$ cat src/rtl/branch_predictor_pkg.sv
// Shared definitions for the branch target buffer / predictor.
//   BTB_ENTRIES : number of direct-mapped table entries
//   IDX_W       : index width, taken from PC[5:2]
//   TAG_W       : tag width, taken from PC[31:6]
//   ctr_t       : 2-bit saturating counter encodings (MSB = predict taken)
package branch_predictor_pkg;

  localparam int BTB_ENTRIES = 16;
  localparam int IDX_W       = 4;
  localparam int TAG_W       = 26;

  typedef enum logic [1:0] {
    SNT = 2'b00,  // strongly not taken
    WNT = 2'b01,  // weakly not taken (reset value)
    WT  = 2'b10,  // weakly taken (fresh branch allocation)
    ST  = 2'b11   // strongly taken (jumps)
  } ctr_t;

endpackage

$ cat src/rtl/branch_predictor_sat_counter2.sv
// Next-state logic for a 2-bit saturating taken/not-taken counter.
// Ports:
//   ctr     : current counter value
//   taken   : resolved outcome (1 = taken)
//   nextCtr : counter value after applying the outcome, clamped to SNT..ST
module sat_counter2
  import branch_predictor_pkg::*;
(
  input  logic [1:0] ctr,
  input  logic       taken,
  output logic [1:0] nextCtr
);

  always_comb begin
    nextCtr = ctr;
    if (taken) begin
      if (ctr != ST) nextCtr = ctr + 2'd1;
    end else begin
      if (ctr != SNT) nextCtr = ctr - 2'd1;
    end
  end

endmodule

$ cat src/rtl/branch_predictor.sv
// Direct-mapped 16-entry branch target buffer with 2-bit counters.
// Lookup in fetch is purely combinational on PCF; training happens from the
// execute stage on every resolved branch / j / jr. Two saturating statistics
// counters track resolved control transfers and mispredictions.
// Ports:
//   clk, rst_n      : clock, asynchronous active-low reset
//   PCF             : fetch PC for lookup
//   PCE             : execute PC of the resolving instruction
//   BranchE/JumpE/JumpRE : execute instruction is branch / j / jr
//   PCSrcE          : actual redirect taken in execute
//   JumpPredictE    : prediction that was made for the execute instruction
//   TargetE         : resolved taken target
//   JumpPredictF    : predict taken for PCF
//   PredictTargetF  : predicted target (0 when not predicting taken)
//   BranchCount     : saturating count of resolved control transfers
//   MispredictCount : saturating count of mispredictions
module branch_predictor
  import branch_predictor_pkg::*;
(
  input  logic        clk,
  input  logic        rst_n,
  input  logic [31:0] PCF,
  input  logic [31:0] PCE,
  input  logic        BranchE,
  input  logic        JumpE,
  input  logic        JumpRE,
  input  logic        PCSrcE,
  input  logic        JumpPredictE,
  input  logic [31:0] TargetE,
  output logic        JumpPredictF,
  output logic [31:0] PredictTargetF,
  output logic [15:0] BranchCount,
  output logic [15:0] MispredictCount
);

  logic [BTB_ENTRIES-1:0] validQ;
  logic [TAG_W-1:0]       tagQ    [BTB_ENTRIES];
  logic [31:0]            targetQ [BTB_ENTRIES];
  logic [1:0]             ctrQ    [BTB_ENTRIES];

  // Instructions are word aligned, so the byte-offset bits carry no information.
  logic unusedBits;
  assign unusedBits = ^{PCF[1:0], PCE[1:0]};

  // ---------------- fetch-side lookup ----------------
  logic [IDX_W-1:0] idxF;
  logic [TAG_W-1:0] tagF;
  logic             hitF;

  assign idxF = PCF[5:2];
  assign tagF = PCF[31:6];
  assign hitF = validQ[idxF] && (tagQ[idxF] == tagF);

  // Reads the registered table directly: a same-cycle update to this index
  // becomes visible only after the edge.
  assign JumpPredictF   = hitF && ctrQ[idxF][1];
  assign PredictTargetF = JumpPredictF ? targetQ[idxF] : 32'd0;

  // ---------------- execute-side update ----------------
  logic [IDX_W-1:0] idxE;
  logic [TAG_W-1:0] tagE;
  logic             hitE;
  logic             updE;
  logic             isJump;
  logic [1:0]       ctrE;
  logic [1:0]       branchNextCtr;
  logic             wrEntry;
  logic             wrTarget;
  logic [1:0]       newCtr;
  logic             mispredict;

  assign idxE       = PCE[5:2];
  assign tagE       = PCE[31:6];
  assign hitE       = validQ[idxE] && (tagQ[idxE] == tagE);
  assign updE       = BranchE | JumpE | JumpRE;
  assign isJump     = JumpE | JumpRE;
  assign ctrE       = ctrQ[idxE];
  assign mispredict = updE & (PCSrcE ^ JumpPredictE);

  sat_counter2 u_sat (
    .ctr     (ctrE),
    .taken   (PCSrcE),
    .nextCtr (branchNextCtr)
  );

  // Jumps always end up as a strongly-taken entry whether they hit or not;
  // branches train on hit and only allocate when taken.
  always_comb begin
    wrEntry  = 1'b0;
    wrTarget = 1'b0;
    newCtr   = ctrE;
    if (updE) begin
      if (isJump) begin
        wrEntry  = 1'b1;
        wrTarget = 1'b1;
        newCtr   = ST;
      end else if (hitE) begin
        wrEntry  = 1'b1;
        wrTarget = PCSrcE;
        newCtr   = branchNextCtr;
      end else if (PCSrcE) begin
        wrEntry  = 1'b1;
        wrTarget = 1'b1;
        newCtr   = WT;
      end
    end
  end

  always_ff @(posedge clk or negedge rst_n) begin
    if (!rst_n) begin
      validQ <= '0;
      for (int i = 0; i < BTB_ENTRIES; i++) begin
        tagQ[i]    <= '0;
        targetQ[i] <= '0;
        ctrQ[i]    <= WNT;
      end
    end else if (wrEntry) begin
      validQ[idxE] <= 1'b1;
      tagQ[idxE]   <= tagE;
      ctrQ[idxE]   <= newCtr;
      if (wrTarget) targetQ[idxE] <= TargetE;
    end
  end

  // ---------------- statistics ----------------
  always_ff @(posedge clk or negedge rst_n) begin
    if (!rst_n) begin
      BranchCount     <= 16'd0;
      MispredictCount <= 16'd0;
    end else begin
      if (updE && (BranchCount != 16'hFFFF))
        BranchCount <= BranchCount + 16'd1;
      if (mispredict && (MispredictCount != 16'hFFFF))
        MispredictCount <= MispredictCount + 16'd1;
    end
  end

endmodule
$ cat config.mk
export PLATFORM = sky130hd
export DESIGN_NAME = branch_predictor
export DESIGN_NICKNAME = d
export VERILOG_FILES = /design/src/rtl/branch_predictor_pkg.sv /design/src/rtl/branch_predictor_sat_counter2.sv /design/src/rtl/branch_predictor.sv
export SDC_FILE = /design/constraint.sdc
export NUM_CORES = 1
export LEC_CHECK = 0
export ABC_AREA = 1
export CAP_MARGIN = 20
export CORE_AREA = 2 2 453 455
export DETAILED_ROUTE_END_ITERATION = 6
export DIE_AREA = 0 0 455 457
export PLACE_DENSITY_LB_ADDON = 0.1
export SYNTH_ARGS = -nofsm -noshare
export SYNTH_HDL_FRONTEND = slang
export SYNTH_SLANG_ARGS = --single-unit
$ cat constraint.sdc
create_clock -name clk -period 7.1 [get_ports clk]
set_input_delay 1.42 -clock clk [delete_from_list [all_inputs] [get_ports clk]]
set_output_delay 1.42 -clock clk [all_outputs]
set_load 0.02 [all_outputs]
-- After elaboration in Yosys (flattened, before gate mapping)
Index checks and enable logic that the tools add are counted.
- shift-type cells: 0
- equality and inequality tests: 5
- bitwise logic cells: 8
- muxes and demuxes: 45
- add/subtract/negate cells: 4
- multipliers: 0
- order comparisons: 6
- div/mod/pow operators: 0
- reduce and logical (&&, ||, !) cells: 9
- operator list (kind ; count):
    bitwise mux 512 bit ; 1
    bitwise mux 416 bit ; 1
    binary-select mux 26 bit (select 4 bit) ; 2
    2-to-1 mux 26 bit ; 5
    binary-select mux 32 bit (select 4 bit) ; 1
    demux 32 bit (select 4 bit) ; 1
    2-to-1 mux 32 bit ; 4
    demux 26 bit (select 4 bit) ; 1
    == test 26 bit ; 2
    adder 16 x 1 -> 16 bit (second input constant) ; 2
    bitwise mux 32 bit ; 1
    inequality test 16 bit (second input constant) ; 2
    2-to-1 mux 2 bit ; 12
    binary-select mux 2 bit (select 4 bit) ; 2
    bitwise OR 16 bit ; 1
    greater-or-equal comparator 5 bit (second input constant) ; 2
    less-than comparator 4 x 5 -> 1 bit (second input constant) ; 2
    2-to-1 mux 1 bit ; 10
    NOT 4 -> 5 bit ; 2
    binary-select mux 1 bit (select 4 bit) ; 2
    demux 2 bit (select 4 bit) ; 1
    logical AND 1 bit ; 7
    less-than comparator 5 x 1 -> 1 bit (second input constant) ; 1
    demux 1 bit (select 4 bit) ; 1
    9 further kinds ; 11
- memory bits (writable): 0
- flip-flop bits (word level): 1008
- memories kept: 0
- latch bits: 0
- output and inout bits: 65
- ROM bits: 0
- input bits: 103
- logic and storage cells: 128

-- Depth between registers and ports, before layout
Gate-level depths: netlist (run 1).
- word-level depth: 11
- depth in mapped cells: 24

-- Modules after synthesis
Synthesis (run 1) repeated with hierarchy kept, for this count alone.
- cells, all modules: 6532
- area, all modules: 50064.3 sq um
- modules (own cells, without submodules) (module ; times used ; area an instance (sq um) ; cells each):
    branch_predictor ; 1 ; 50039.2 ; 6526
    sat_counter2 ; 1 ; 25.0 ; 6

-- Least setup slack after synthesis (run 1)
No wires, ideal clock.
- path type: input to output
- start point: input PCF[2]
- end point: output PredictTargetF[22]
- buffers on the path: 4
- setup slack: 1.863 ns
- cell stages on the path: 13
- arrival time: 3.817 ns
- data required time: 5.680 ns
- path through: clkbuf_1 > clkbuf_1 > clkbuf_1 > o21ai_0 > o211ai_1 > nand3_1 > nand2_1 > xnor2_1 > nand4_1 > nor3_1 > nand3_1 > clkbuf_1 > nor3_1
- word-level cells in the longest chain between the ends: 8
- elaborated cells between the ends (all ways): 16
- ends and longest elaborated chain (element ; line ; RTL):
    start: declaration ; branch_predictor.sv:22 ; input logic [31:0] PCF,
    NOT 4 -> 5 bit (implied by the code) ; branch_predictor.sv:52, branch_predictor.sv:56, branch_predictor.sv:57 ;
    binary-select mux 26 bit (select 4 bit) ; branch_predictor.sv:52 ; assign hitF = validQ[idxF] && (tagQ[idxF] == tagF);
    2-to-1 mux 26 bit (implied by the code) (2 in a row) ; branch_predictor.sv:52 ;
    == test 26 bit ; branch_predictor.sv:52 ;
    logical AND 1 bit ; branch_predictor.sv:52 ;
    logical AND 1 bit ; branch_predictor.sv:56 ; assign JumpPredictF = hitF && ctrQ[idxF][1];
    2-to-1 mux 32 bit * ; branch_predictor.sv:57 ; assign PredictTargetF = JumpPredictF ? targetQ[idxF] : 32'd0;
    end: declaration ; branch_predictor.sv:31 ; output logic [31:0] PredictTargetF,
Every way passes the cells marked *; elsewhere a longest branch is shown, timed or not. The select of a mux whose other input is x is not followed.

-- Worst setup path in the final report (run 1)
- start point: input PCF[3]
- end point: output PredictTargetF[1]
The elaborated chain is that of the path after synthesis.

==> metrics.txt, run 1 <==
outcome finished, final reports clean; RSZ-0062 raised after global routing false; Worst Path Max Fanout 65; CP Data Arrival Time 5.08 ns; Critical Path RT 5.68 ns; Post-CTS Setup Inserts 0; largest net degree at the start of global routing 201; Post-DRT Antenna Nets 0; DRC 0; DRT iter0 DRCs between 3k and 4k; largest family of logic cells by synthesized area simple AND/OR/NAND/NOR gates; leading area contributor after synthesis dfrtp_1; Synth Area in XOR/XNOR 0.00658; pwr/cell area 300 nW/um2; critical path class in2out; fillers 22.1k; root buffer cell clkbuf_16; P&R area growth vs syn 17.4%; Chip Height approximately 460 um; initial antenna violation count 2; wire per inst 21.9 um; Peak VDD IR roughly 0.00027 V; hold buffer count at cts 0; routability cong. 0.805; max cap viols 0; TritonCTS clock tree done; multi-input combinational cell area 22,300 um2; worst hold path class reg2reg; Avg Cell Area, Syn 7.61 um2; flops & latches, synth 1,008; Worst R2R Setup Slack 3.42 ns; ys flop type dfrtp_1; finished layout cell area 59,400 um2; CP Capture Type output port; final core occ 0.292; Initial Util 0.249; Clock Pin Slew Worst Setup and Hold Paths approximately 0.050 ns; worst skew pair latency around 0.82 ns; nets@finish ~6.7k; Tcrit/Tclk final 0.915; total power about 18 mW; Max Clk Rate 0.154 GHz; yosys warns 0; EDFF count, synth 0; Synth top area share 0.490; Port Buffers 163; Fin Setup TNS 0 ns; Die X 455 um; final hold violations 0; simple-gate share of the synthesized area 0.223; syn_nets 6,755; Switching Power between 5 and 6 mW; mux contribution to synthesized area 0.000222; CTS resizes 0; CTS Buf Count 133; H-tree depth 4; Slew Limit Fails 0; final wirelength a little over 200,000 um; Mapped Area 50,600 um2; clock share of power 0.388; DRT Pass-1 Iters 6; vias per cell 4.86; Startpoint Class input port; ys async rst share 1.00; via count roughly 45k; Die Area 208,000 um2; sequential fraction of the synthesis area 0.499; Core Footprint 203,000 um2; Detailed Place HPWL 114,000 um; largest cells by area after synthesis dfrtp_1, nand2_1, o21ai_0, a21oi_1, o21ai_1; Final Skew 0.0497 ns; number of global-route vias before repair roughly 45k; CTS Buffer Depth 3; CTS Sinks about 1.0k; Switching Share 0.318; LEAKAGE approximately 27 nW; Area after DPL roughly 55,000 um2; relative slew slack 0.274; min Tclk post-route 6.50 ns; Tot GR Track Use 0.196; Row Count 166; global-route wire length before repair 307,000 um; Internal 12.2 mW; Synth Area in Compound Gates 0.206; Reg area 25,200 um2; io pins 168; share of cells above drive strength 1 0.0621; library cells used by synthesis 41; Final Setup Violations 0; Post-Synthesis Cells roughly 6.7k; Reg power frac 0.432; worst-margin pin slew 1.09 ns; Synth Area in Adders 0.000494; Logic pwr share 0.180; grt ovf 0
## power groups by stage
stage / combinational [mW] / clock, mW / sequential (mW)
2_1_floorplan: 2.15 / 0 / 7.64
3_3_place_gp: 3.22 / 0 / 7.77
3_5_place_dp: 3.26 / 0 / 7.78
4_1_cts: 3.26 / 7.15 / 7.69
5_1_grt: 3.75 / 7.37 / 7.86
6_report: 3.21 / 6.93 / 7.70
## kinds of logic after synthesis
logic type	Yosys count
and+or+nand+nor	2903
AOI/OAI and AO/OA	1900
DFF	1008
buffers and inverters	798
xor gates and xnor gates	38
adders and majority gates	2
muxes	1
## cell usage after synthesis (all sizes together), types with 7 or more instances
library cell	count
o221ai	21
nor2	273
o31ai	32
nand2	2404
xnor2	11
nand4	7
or2	7
o22ai	20
xor2	27
clkbuf	357
a22oi	16
dfrtp	992
dfstp	16
nor3	51
o21ai	1252
a221oi	122
buf	163
inv	277
nand3	157
a21oi	348
o211ai	79
## sequential cells by signal, summed over array words and instances, names as in the netlist
register         count
targetQ            512
tagQ               416
ctrQ                32
BranchCount         16
MispredictCount     16
validQ              16
## layout make-up
type,instances,share of cell area
sequential,1008,0.425
multi-input combinational,4844,0.375
clock buffer,192,0.0653
tap,2688,0.0566
timing repair buffer,282,0.0503
inverter,278,0.0180
clock inverter,44,0.00998
antenna,1,0.0000421
## layer usage
metal,vias to the layer above,global-route usage,routed length (um)
met5,-,0,0
met4,0,0.0427,4010
met3,241,0.0253,7890
met2,1000,0.314,93800
met1,22258,0.281,98800
li1,21844,-,-
## cell usage in the layout, fill, tap and decap left out, drive strengths merged, types with 32 or more instances in the layout
master / instances
a21oi: 348
a221oi: 122
buf: 125
clkbuf: 194
clkdlybuf4s50: 155
clkinv: 32
dfrtp: 992
inv: 282
nand2: 2404
nand3: 157
nor2: 273
nor3: 51
o211ai: 79
o21ai: 1252
o31ai: 32
## path summary, 6_finish.rpt
check | startpoint | cells after the start | endpoint
max | PCF[3] | 17 | PredictTargetF[1]
min | ctrQ[10] | 2 | ctrQ[10]
max reg2reg | tagQ[71] | 17 | tagQ[240]
min reg2reg | ctrQ[10] | 2 | ctrQ[10]
max in group asynchronous | rst_n | 3 | MispredictCount[8]
min in group asynchronous | rst_n | 1 | tagQ[12]
## through the flow
step,hold WS [ns],setup slack (ns),std cells
6_report,0.467,0.605,9337
3_5_place_dp,0.459,0.642,9099
5_1_grt,0.477,0.380,9336
3_3_place_gp,0.451,0.635,9099
2_1_floorplan,0.430,1.86,6650
4_1_cts,0.467,0.627,9335
## worst max-delay path: stages
cell             delay (ns)
clkbuf_8               0.18
inv_8                  0.46
buf_4                  0.40
buf_4                  0.21
a21oi_1                0.04
o21ai_0                0.08
nand3_1                0.09
nand3_1                0.10
nand2_1                0.17
nand2_1                0.11
nand4_1                0.09
nor3_1                 0.17
buf_4                  0.19
nand3_2                0.10
buf_12                 0.17
nor3_1                 0.25
clkdlybuf4s50_1        0.65
Power figures use the tool's default switching activity.
==> run 2, diff against run 1 <==
REMOVE_ABC_BUFFERS = 1   (was not set)
==> metrics.txt, run 2 (same netlist as run 1, synthesis figures left out) <==
worst-margin pin slew 1.08 ns (was 1.09 ns); WHS Endpoint ctrQ[12] (was ctrQ[10]); Logic pwr share 0.182 (was 0.180); Post-CTS Setup Inserts 0 (unchanged); min Tclk post-route 6.61 ns (was 6.50 ns); launching point of the worst reg2reg path tagQ[24] (was tagQ[71]); CP Data Arrival Time 5.19 ns (was 5.08 ns); Buf+Inv Stages, Crit Path 5 (was 7); DRC 0 (unchanged); wire per inst 21.8 um (was 21.9 um); Startpoint Class input port (unchanged); Switching Power 5.52 mW (was 5.67 mW); Detailed Place HPWL 115,000 um (was 114,000 um); total power 17.7 mW (was 17.9 mW); Clock Pin Slew Worst Setup and Hold Paths 0.05 ns (about the same); relative slew slack 0.282 (was 0.274); root buffer cell clkbuf_16 (unchanged); worst skew pair latency 0.77 ns (was 0.82 ns); Initial Util 0.249 (unchanged); routability cong. 0.814 (was 0.805); largest registers targetQ x512, tagQ x416, ctrQ x32 (unchanged); Row Count 166 (unchanged); max FFs per register 512 (unchanged); io pins 168 (unchanged); highest-count cells in the layout ignoring fill and taps nand2_1, dfrtp_1, o21ai_0 (unchanged); Switching Share 0.312 (was 0.318); finished layout cell area 59,400 um2 (about the same); max cap viols 0 (unchanged); number of global-route vias before repair 44.3k (was 44.8k); worst hold path class reg2reg (unchanged); global-route wire length before repair 303,000 um (was 307,000 um); Area after DPL 55,100 um2 (was 54,900 um2); clock share of power 0.382 (was 0.388); nets@finish 6,666 (was 6,652); grt ovf 0 (unchanged); reg2reg path depth 17 (unchanged); Fin Setup TNS 0 ns (unchanged); Max Clk Rate 0.151 GHz (was 0.154 GHz); most common cell after layout, fill and taps aside nand2_1 (unchanged); crit-path cells buf_8 -> inv_8 -> buf_12 -> a21oi_1 -> o21ai_0 -> o21ai_0 -> o21ai_0 -> o22ai_1 -> xor2_1 -> nor3_1 -> nand3_4 -> buf_4 -> nor3_1 -> clkdlybuf4s50_1 (was clkbuf_8 -> inv_8 -> buf_4 -> buf_4 -> a21oi_1 -> o21ai_0 -> nand3_1 -> nand3_1 -> nand2_1 -> nand2_1 -> nand4_1 -> nor3_1 -> buf_4 -> nand3_2 -> buf_12 -> nor3_1 -> clkdlybuf4s50_1); Final Non-Filler Cells 9,353 (was 9,337); CTS Sinks 1,008 (unchanged); hold buffer count at cts 0 (unchanged); final hold violations 0 (unchanged); outcome finished, final reports clean (unchanged); Reg power frac 0.436 (was 0.432); cell repeated most along the worst path o21ai_0 (was buf_4); DRT iter0 DRCs 3,742 (was 3,737); H-tree depth 4 (unchanged); TritonCTS clock tree done (unchanged); vias per cell 4.85 (was 4.86); slowest CP cell clkdlybuf4s50_1 (unchanged); pwr/cell area 297 nW/um2 (was 300 nW/um2); Die X 455 um (unchanged); hold_sp ctrQ[12] (was ctrQ[10]); initial antenna violation count 4 (was 2); Chip Height 457 um (unchanged); share of cells above drive strength 1 0.0639 (was 0.0621); Core Footprint 203,000 um2 (unchanged); Critical Path RT 5.68 ns (about the same); CTS Buf Count 132 (was 133); Worst path max stage delay 0.65 ns (about the same); Peak VDD IR 0.000194 V (was 0.000266 V); r2r endpoint tagQ[220] (was tagQ[240]); CTS resizes 0 (unchanged); Die Area 208,000 um2 (unchanged); Biggest register targetQ (unchanged); Crit path max-delay family buffers and inverters (unchanged); largest net degree at the start of global routing 182 (was 201); CP Capture Type output port (unchanged); RSZ-0062 raised after global routing false (unchanged); critical path class in2out (unchanged); Internal 12.2 mW (about the same); Placed Instances 9,115 (was 9,099); Slew Limit Fails 0 (unchanged); Final Setup Violations 0 (unchanged); Worst Path Max Fanout 47 (was 65); final wirelength 204,000 um (about the same); P&R area growth vs syn 17.4% (about the same); Final Skew 0.0206 ns (was 0.0497 ns); Port Buffers 163 (unchanged); Hold WS 0.468 ns (was 0.467 ns); CTS Buffer Depth 3 (unchanged); Tot GR Track Use 0.195 (was 0.196); LEAKAGE 27.1 nW (about the same); Tcrit/Tclk final 0.930 (was 0.915); DRT Pass-1 Iters 5 (was 6); Worst R2R Setup Slack 3.50 ns (was 3.42 ns); Hold Crit Depth 2 (unchanged); via count 45.4k (was 45.3k); Post-DRT Antenna Nets 0 (unchanged)
-- run 2: final cells by class --
| type | instances | area [um2] |
|---|---|---|
| tap | 2688 | 3360 |
| antenna | 2 | 5.00 |
| multi-input combinational | 4844 | 22300 |
| clock buffer | 204 | 4050 |
| timing repair buffer | 297 | 3140 |
| inverter | 278 | 1070 |
| sequential | 1008 | 25200 |
| fill | 21958 | 144000 |
| clock inverter | 32 | 288 |
-- run 2: power groups by stage --
stage          sequential (mW)  clock (mW)  combinational (mW)
6_report                  7.71        6.75                3.22
3_3_place_gp              7.77           0                3.22
3_5_place_dp              7.78           0                3.26
2_1_floorplan             7.65           0                2.03
5_1_grt                   7.86        7.20                3.74
4_1_cts                   7.70        6.96                3.26
-- run 2: how the worst max path moves through the flow --
stage	cells past startpoint	slack (ns)	to	from
6_report	14	0.49	PredictTargetF[17]	PCF[2]
5_1_grt	16	0.20	PredictTargetF[22]	PCF[2]
4_1_cts	16	0.43	PredictTargetF[22]	PCF[2]
3_5_place_dp	16	0.44	PredictTargetF[22]	PCF[2]
3_3_place_gp	16	0.45	PredictTargetF[22]	PCF[2]
2_1_floorplan	10	-2.25	PredictTargetF[0]	PCF[2]
-- run 2: worst reg2reg max path: stages (launching register included) --
cell,delay (ns)
dfrtp_1,0.39
nand2_1,0.07
o21ai_0,0.08
nand2_1,0.07
nand2_1,0.07
nand2_1,0.05
nand2_1,0.09
o21ai_1,0.50
nand2_1,0.12
nor2_1,0.13
nand3_1,0.09
nor2_2,0.15
nand3_2,0.17
nand2_4,0.38
nand2_2,0.50
buf_4,0.41
nand2_1,0.11
o21ai_0,0.08
-- run 2: metrics by stage --
step / setup slack [ns] / util
2_1_floorplan: -2.25 / -
3_3_place_gp: 0.453 / 0.271
6_report: 0.495 / 0.292
3_5_place_dp: 0.445 / 0.271
4_1_cts: 0.426 / 0.292
5_1_grt: 0.198 / 0.292
-- run 2: per-layer routing --
layer	track usage	up-vias	wire length, um
li1	-	21861	-
met1	0.274	22162	97300
met2	0.307	1085	91900
met3	0.0261	251	9000
met4	0.0599	6	5720
met5	0	-	45
